--- src/rtl/if_fetch_unit.sv ---
// Instruction-fetch stage: PC register, IF/ID capture, redirect/flush, halt
// detection and an IDLE/RUN/STEP/HALTED control FSM.
// Optional single-step debug mode is compiled in with `define IF_DEBUG_STEP_EN.
module if_fetch_unit #(
    parameter int unsigned NB_PC       = 32,
    parameter int unsigned NB_DATA_BUS = 32,
    parameter int unsigned N_ADDRESS   = 64,
    parameter int unsigned NB_ADDRESS  = $clog2(N_ADDRESS),
    parameter logic [NB_DATA_BUS-1:0] HALT_INSTR = 32'hFFFF_FFFF,
    parameter logic [NB_DATA_BUS-1:0] NOP_INSTR  = 32'h0000_0000
) (
    input  logic                   i_clk,
    input  logic                   i_rst_n,
    input  logic                   i_start,
    input  logic                   i_stall,
    input  logic                   i_branch_taken,
    input  logic [NB_PC-1:0]       i_branch_target,
    input  logic                   i_jump,
    input  logic [NB_PC-1:0]       i_jump_target,
    input  logic                   i_dbg_step_mode,
    input  logic                   i_dbg_step,
    input  logic [NB_DATA_BUS-1:0] i_rom_data,
    output logic [NB_ADDRESS-1:0]  o_rom_addr,
    output logic                   o_rom_en,
    output logic [NB_DATA_BUS-1:0] o_instr,
    output logic [NB_PC-1:0]       o_pc_plus4,
    output logic                   o_valid,
    output logic                   o_halted,
    output logic [31:0]            o_fetch_count
);

`ifdef IF_DEBUG_STEP_EN
    typedef enum logic [1:0] {S_IDLE = 2'd0, S_RUN = 2'd1, S_HALTED = 2'd2, S_STEP = 2'd3} state_t;
`else
    typedef enum logic [1:0] {S_IDLE = 2'd0, S_RUN = 2'd1, S_HALTED = 2'd2} state_t;
`endif

    state_t                 r_state;
    logic [NB_PC-1:0]       r_pc;
    logic [NB_DATA_BUS-1:0] r_instr;
    logic [NB_PC-1:0]       r_pc_plus4;
    logic                   r_valid;
    logic                   r_halted;
    logic [31:0]            r_fetch_count;

    logic                   w_in_step;
    logic                   w_step_go;
    logic                   w_mode;
    logic                   w_active;
    logic                   w_redirect;
    logic                   w_seq_adv;
    logic                   w_halt;
    logic [NB_PC-1:0]       w_target;
    logic [NB_PC-1:0]       w_pc_plus4;

`ifdef IF_DEBUG_STEP_EN
    // Step state advances only on a step pulse
    assign w_in_step = (r_state == S_STEP);
    assign w_step_go = w_in_step && i_dbg_step;
    assign w_mode    = i_dbg_step_mode;
`else
    // Debug inputs are kept as ports but have no effect
    logic w_unused_dbg;
    assign w_unused_dbg = i_dbg_step_mode ^ i_dbg_step;
    assign w_in_step    = 1'b0;
    assign w_step_go    = 1'b0;
    assign w_mode       = 1'b0;
`endif

    // Fetch qualification, redirect selection and halt detection
    assign w_active   = (r_state == S_RUN) || w_in_step;
    assign w_redirect = w_active && (i_branch_taken || i_jump);
    assign w_target   = (i_branch_taken ? i_branch_target : i_jump_target) & ~NB_PC'(3);
    assign w_pc_plus4 = r_pc + NB_PC'(4);
    assign w_seq_adv  = w_active && !w_redirect && !i_stall &&
                        ((r_state == S_RUN) || w_step_go);
    assign w_halt     = w_seq_adv && (i_rom_data == HALT_INSTR);

    // Memory reads on the falling edge, so the address comes straight from the PC
    assign o_rom_addr    = r_pc[NB_ADDRESS+1:2];
    assign o_rom_en      = w_active && !i_stall;
    assign o_instr       = r_instr;
    assign o_pc_plus4    = r_pc_plus4;
    assign o_valid       = r_valid;
    assign o_halted      = r_halted;
    assign o_fetch_count = r_fetch_count;

    // Control FSM plus PC and IF/ID register updates
    always_ff @(posedge i_clk or negedge i_rst_n) begin
        if (!i_rst_n) begin
            r_state       <= S_IDLE;
            r_pc          <= '0;
            r_instr       <= NOP_INSTR;
            r_pc_plus4    <= '0;
            r_valid       <= 1'b0;
            r_halted      <= 1'b0;
            r_fetch_count <= '0;
        end else begin
            case (r_state)
                S_IDLE: begin
`ifdef IF_DEBUG_STEP_EN
                    if (i_start) r_state <= w_mode ? S_STEP : S_RUN;
`else
                    if (i_start) r_state <= S_RUN;
`endif
                end
                S_RUN: begin
`ifdef IF_DEBUG_STEP_EN
                    if (w_mode) r_state <= S_STEP;
`endif
                end
`ifdef IF_DEBUG_STEP_EN
                S_STEP: begin
                    if (!w_mode) r_state <= S_RUN;
                end
`endif
                S_HALTED: begin
                    r_valid <= 1'b0;
                end
                default: r_state <= S_IDLE;
            endcase

            if (w_redirect) begin
                r_pc    <= w_target;
                r_instr <= NOP_INSTR;
                r_valid <= 1'b0;
            end else if (w_seq_adv) begin
                r_instr       <= i_rom_data;
                r_pc_plus4    <= w_pc_plus4;
                r_valid       <= 1'b1;
                r_fetch_count <= r_fetch_count + 32'd1;
                if (w_halt) begin
                    r_state  <= S_HALTED;
                    r_halted <= 1'b1;
                end else begin
                    r_pc <= w_pc_plus4;
                end
            end
        end
    end

endmodule

--- config.mk ---
export PLATFORM = sky130hd
export DESIGN_NAME = if_fetch_unit
export DESIGN_NICKNAME = d
export VERILOG_FILES = /design/src/rtl/if_fetch_unit.sv
export SDC_FILE = /design/constraint.sdc
export NUM_CORES = 1
export LEC_CHECK = 0
export ABC_AREA = 1
export CORE_ASPECT_RATIO = 0.9
export CORE_MARGIN = 4
export CORE_UTILIZATION = 35
export CTS_CLUSTER_DIAMETER = 30
export CTS_CLUSTER_SIZE = 20
export DETAILED_ROUTE_END_ITERATION = 16
export GPL_TIMING_DRIVEN = 1
export REMOVE_ABC_BUFFERS = 1
export SYNTH_ARGS = -nofsm -noshare
export SYNTH_HDL_FRONTEND = slang
export SYNTH_SLANG_ARGS = --single-unit
--- constraint.sdc ---
create_clock -name i_clk -period 2 [get_ports i_clk]
set_clock_uncertainty 0.05 [all_clocks]
set_input_delay 0.4 -clock i_clk [delete_from_list [all_inputs] [get_ports i_clk]]
set_output_delay 0.4 -clock i_clk [all_outputs]
set_load 0.005 [all_outputs]
[Word level (Yosys, flattened, before mapping)]
Cells that the tools add are included.
Operators by class
  $add $sub $neg: 2
  eq/ne operators: 4
  muxes and demuxes: 14
  bitwise gates (word level): 1
  reductions and logical operators: 16
Operator list (count)
  32-bit 2-to-1 mux: 6
  32-bit by 1-bit adder with 32-bit output, second input constant: 1
  32-bit by 3-bit adder with 32-bit output, second input constant: 1
  32-bit equality test, second input constant: 1
  2-bit 2-to-1 mux: 4
  1-bit logical AND: 6
  2-bit one-hot mux with 2 select lines: 1
  2-bit AND reduction: 2
  1-bit 2-to-1 mux: 3
  3-bit AND reduction: 1
  3-bit nonzero test: 1
  2-bit by 1-bit equality test with 1-bit output, second input constant: 1
  2-bit equality test, second input constant: 1
  1-bit zero test: 2
  2-bit zero test: 1
  2-bit inequality test, second input constant: 1
  2-bit nonzero test: 1
  2-bit OR reduction: 1
  1-bit logical OR: 1
  1-bit NOT: 1
Storage, ports and cells
  flip-flop bits (word level): 132
  output and inout port bits: 105
  logic and storage cells: 44

[Longest topological paths before layout]
  depth in word-level cells: 10
  mapped depth: 11
  gate-level depth less buffers: 11

[Worst setup path after synthesis]
OpenSTA, ideal clock, no wires.
  path kind: register to register
  start: register r_pc[2]
  end: register r_pc[18]
  data arrival time: 1430 ps
  required time: 1834 ps
  path slack: 404 ps
  stages on the path, launching flop included: 10
  clock period less this slack: 1596 ps
  cell sequence: dfrtp_1 -> ha_1 -> nand2_1 -> nor2_1 -> nand2_1 -> nor2_1 -> xnor2_1 -> nand2_1 -> nand2_1 -> nand2_1
On the way
  cells in the longest elaborated chain, start to end: 4
RTL lines
  from (decl): line 39  | logic [NB_PC-1:0] r_pc;
  from (signal assigned): line 124  | r_pc <= w_target;
  from (signal assigned): line 136  | r_pc <= w_pc_plus4;
  32-bit by 3-bit adder with 32-bit output: line 74  | assign w_pc_plus4 = r_pc + NB_PC'(4);
  32-bit 2-to-1 mux: line 132  | if (w_halt) begin
  32-bit 2-to-1 mux: line 127  | end else if (w_seq_adv) begin
  32-bit 2-to-1 mux: line 123  | if (w_redirect) begin
No other way between the ends. The select of a mux whose other input is x is not followed.
A chain may end at the register's enable or synchronous reset.

[Worst setup path in the final report]
  start: register r_fetch_count[2], in the netlist o_fetch_count[2]
  end: output o_fetch_count[2]
RTL lines
  from (decl): line 44  | logic [31:0] r_fetch_count;
  from (signal assigned): line 131  | r_fetch_count <= r_fetch_count + 32'd1;
  to (decl): line 29  | output logic [31:0] o_fetch_count
No word-level cell between the ends.

==> results.yml <==
run_status:
  run_status: "complete, no violations"
place:
  gpl.final_weighted_congestion: 0.8493
  post_dp_cell_area_um2: 9889
  place_hpwl_mm: 16.54
  number_of_port_buffers: 200
worst_setup_path:
  critPathSlowestCell: "sky130_fd_sc_hd__clkdlybuf4s50_1"
  worst_setup_path_start_kind: "register"
  end_kind: "primary output"
  cp_slowest_stage_delay_ns: 0.56
  timing.critical_path.cells: "clkdlybuf4s50_1"
  timing.critical_path.buf_inv: 1
  worstPathMaxFanout: 6
  cp_top_family: "buffers and inverters"
  timing.critical_path.arrival_ns: 1.43
  timing.setup.critical_path_class: "register to primary output"
  required_time_reported_for_the_critical_path_endpoint_ns: 1.55
global_routing:
  total_track_usage: 0.1896
  grt_antenna_before_repair: 0
  grt_overflow_total: 0
  grt_max_degree: 47
  grt_pass1_wl_mm: 35.17
  number_of_global_route_vias_before_repair: 6967
route:
  drc_errors: 0
  route.vias.total: 7260
  routed_wire_length_per_instance_um: 14.06
  final_antenna_net_count: 0
  postRouteWirelength_mm: 21.69
  vias_per_cell: 4.708
  drtPass1Iterations: 5
  drt-initial-drc-count: 391
timing:
  number_of_setup_violations_in_the_final_report: 0
  timing.final.crit_period_ns: 1.883
  post-route-period-util: 0.9415
  timing.final.hold_violations: 0
  fmax_ghz: 0.5311
  rsz0062_at_grt: "no"
  setup_total_negative_slack_ns: 0
  final_max_slew_viol_count: 0
  worst_hold_slack_ns: 0.3928
finish:
  finalNetCount: 1380
  layout-area-overhead-vs-synth_pct: 46.66
  area.sequential_um2: 3203
  antenna-diode-count: 0
  drive_gt1_frac: 0.09557
  fillerInstances: 2011
  multiInputGateArea_um2: 3561
  finish.instance_area_um2: 10590
die:
  die-width_um: 159.4
  core-area_um2: 20110
  dieHeight_um: 144.3
  initial_utilization: 0.3591
  floorplan.rows: 49
  die-area_um2: 23000
  io-pin-count: 209
clocking:
  cts-htree-levels: 4
  cts-buffers-inserted: 17
  clock_tree_from_tritoncts: "done"
  clockBufferDepth: 2
  clk_latency_ns: 0.42
  cts_root_buf: "sky130_fd_sc_hd__clkbuf_16"
  path_clk_slew_ns: 0.06
  number_of_clock_sinks: 128
synth:
  synth-warning-count: 0
  synth_seq_area_share: 0.4436
  ys_top_cells_by_area: "sky130_fd_sc_hd__dfrtp_1, sky130_fd_sc_hd__nand2_1, sky130_fd_sc_hd__nor2_1"
  avgSynthCellArea_um2: 6.990
  synth_top_cell_area_share: 0.4436
  ys_ff_latch: 128
  synth_area_um2: 7221
  synthDominantAreaCellType: "sky130_fd_sc_hd__dfrtp_1"
  synthDistinctLibCells: 35
  synthesis.instances: 1033
min_path:
  holdCritPathClass: "input pin to async pin"
power:
  power-per-cell-area_nw_per_um2: 666.1
  p_leak_nw: 5.115
  peakVddDrop_mv: 0.4735
  post-layout-total-power_w: 0.007054
flow_run:
  max_cap_viol_count: 0
## sequential cells by signal (all words and copies together) (netlist names)
register,count
o_fetch_count,32
o_halted,1
o_instr,32
o_pc_plus4,30
o_valid,1
r_pc,30
r_state,2
## synthesized netlist by cell type, drive strengths merged
cell    count
clkinv      1
conb        1
dfrtp     128
nand4       7
xnor2      12
or2         3
a21oi       2
clkbuf     16
a31o        1
mux2i       3
and2        3
buf        28
nor3       13
o21ai      32
a31oi      18
nand3b      5
o21bai      1
nor2      147
ha          2
nand2     427
nand3      99
o211ai      3
inv        65
xor2       16
## cells by family after synthesis
family | Yosys count | share of synthesized area
other | 1 | 0.0005193
AND/OR/NAND/NOR | 704 | 0.4032
flip-flops | 128 | 0.4436
multiplexers | 3 | 0.004159
XOR/XNOR | 28 | 0.03396
adder cells (fa/ha/maj) | 2 | 0.003465
AO/OA/AOI/OAI | 57 | 0.04453
buffers and inverters | 110 | 0.06654
## per-layer routing
metal | part of all wire | track usage | vias to the layer above | routed length, um
li1 | - | - | 3727 | -
met1 | 0.47 | 0.2537 | 3318 | 10120
met2 | 0.44 | 0.2980 | 199 | 9581
met3 | 0.081 | 0.07011 | 16 | 1749
met4 | 0.011 | 0.03973 | 0 | 236
met5 | 0 | 0 | - | 0
## cells in the final DEF (no fill, tap or decap), types with 4 or more instances in the layout
master                            synthesis  layout
sky130_fd_sc_hd__nor2_4                   2       4
sky130_fd_sc_hd__inv_1                   63      63
sky130_fd_sc_hd__o21ai_1                  6       6
sky130_fd_sc_hd__nand3b_1                 5       5
sky130_fd_sc_hd__buf_4                   10      57
sky130_fd_sc_hd__nand4_1                  7       7
sky130_fd_sc_hd__o21ai_0                 26      26
sky130_fd_sc_hd__bufinv_16                0       6
sky130_fd_sc_hd__nand2_2                  4       5
sky130_fd_sc_hd__nor3_1                  12      12
sky130_fd_sc_hd__clkbuf_16                0      17
sky130_fd_sc_hd__dfrtp_1                128     128
sky130_fd_sc_hd__nand2_1                423     422
sky130_fd_sc_hd__a31oi_1                 18      18
sky130_fd_sc_hd__clkdlybuf4s50_1          0     198
sky130_fd_sc_hd__clkinvlp_4               0       4
sky130_fd_sc_hd__nand3_1                 97      97
sky130_fd_sc_hd__nor2_2                   6       7
sky130_fd_sc_hd__xor2_1                  16      16
sky130_fd_sc_hd__xnor2_1                 12      12
sky130_fd_sc_hd__buf_12                   0       7
sky130_fd_sc_hd__nor2_1                 138     135
sky130_fd_sc_hd__inv_6                    0       4
## worst register-to-register path, delay by kind of cell, from the launching register on
family,cells,cell delay [ns]
buffers and inverters,1,0.11
flip-flops,1,0.38
AND/OR/NAND/NOR,9,1.09
## power breakdown
part / switching (W) / internal (W) / total, W
combinational: 0.000312 / 0.000382 / 0.000694
sequential: 0.0000929 / 0.00267 / 0.00276
clock: 0.00124 / 0.00235 / 0.00360
## metrics by stage
step	instances	worst slack (ns)	util
after floorplan	990	-1.532	-
after global placement	1509	-0.2786	0.4918
after detailed placement	1509	-0.3426	0.4918
after CTS	1542	0.09455	0.5260
after global routing	1542	0.03360	0.5266
final	1542	0.1170	0.5266
## timing repair
item | in CTS | in global routing
pin swaps | 0 | 0
gates resized for setup | 1 | 4
hold buffers | 1 | 0
hold endpoints to repair | 36 | 0
setup buffers | 0 | 0
setup endpoints to repair | 1 | 19
## layout make-up
type / instances / share of cell area
multi-input combinational: 796 / 0.3362
sequential: 128 / 0.3025
timing repair buffer: 265 / 0.2436
clock buffer: 17 / 0.04017
tap: 255 / 0.03013
clock inverter: 15 / 0.02398
inverter: 66 / 0.02339
## final timing paths
| kind | start | endpoint | slack, ns | cells past startpoint |
|---|---|---|---|---|
| worst max-delay path | o_fetch_count[2]$_DFFE_PN0P_ | o_fetch_count[2] | 0.12 | 1 |
| worst min-delay path | i_rst_n | o_pc_plus4[31]$_DFFE_PN0P_ | 0.39 | 2 |
| worst max register to register | r_state[1]$_DFF_PN0_ | o_fetch_count[22]$_DFFE_PN0P_ | 0.25 | 10 |
| worst min register to register | o_fetch_count[31]$_DFFE_PN0P_ | o_fetch_count[31]$_DFFE_PN0P_ | 0.42 | 1 |
| max in group asynchronous | i_rst_n | r_pc[28]$_DFFE_PN0P_ | 0.91 | 3 |
| min in group i_clk | o_fetch_count[31]$_DFFE_PN0P_ | o_fetch_count[31]$_DFFE_PN0P_ | 0.42 | 1 |
No activity file was read; power rests on OpenSTA's default activity.
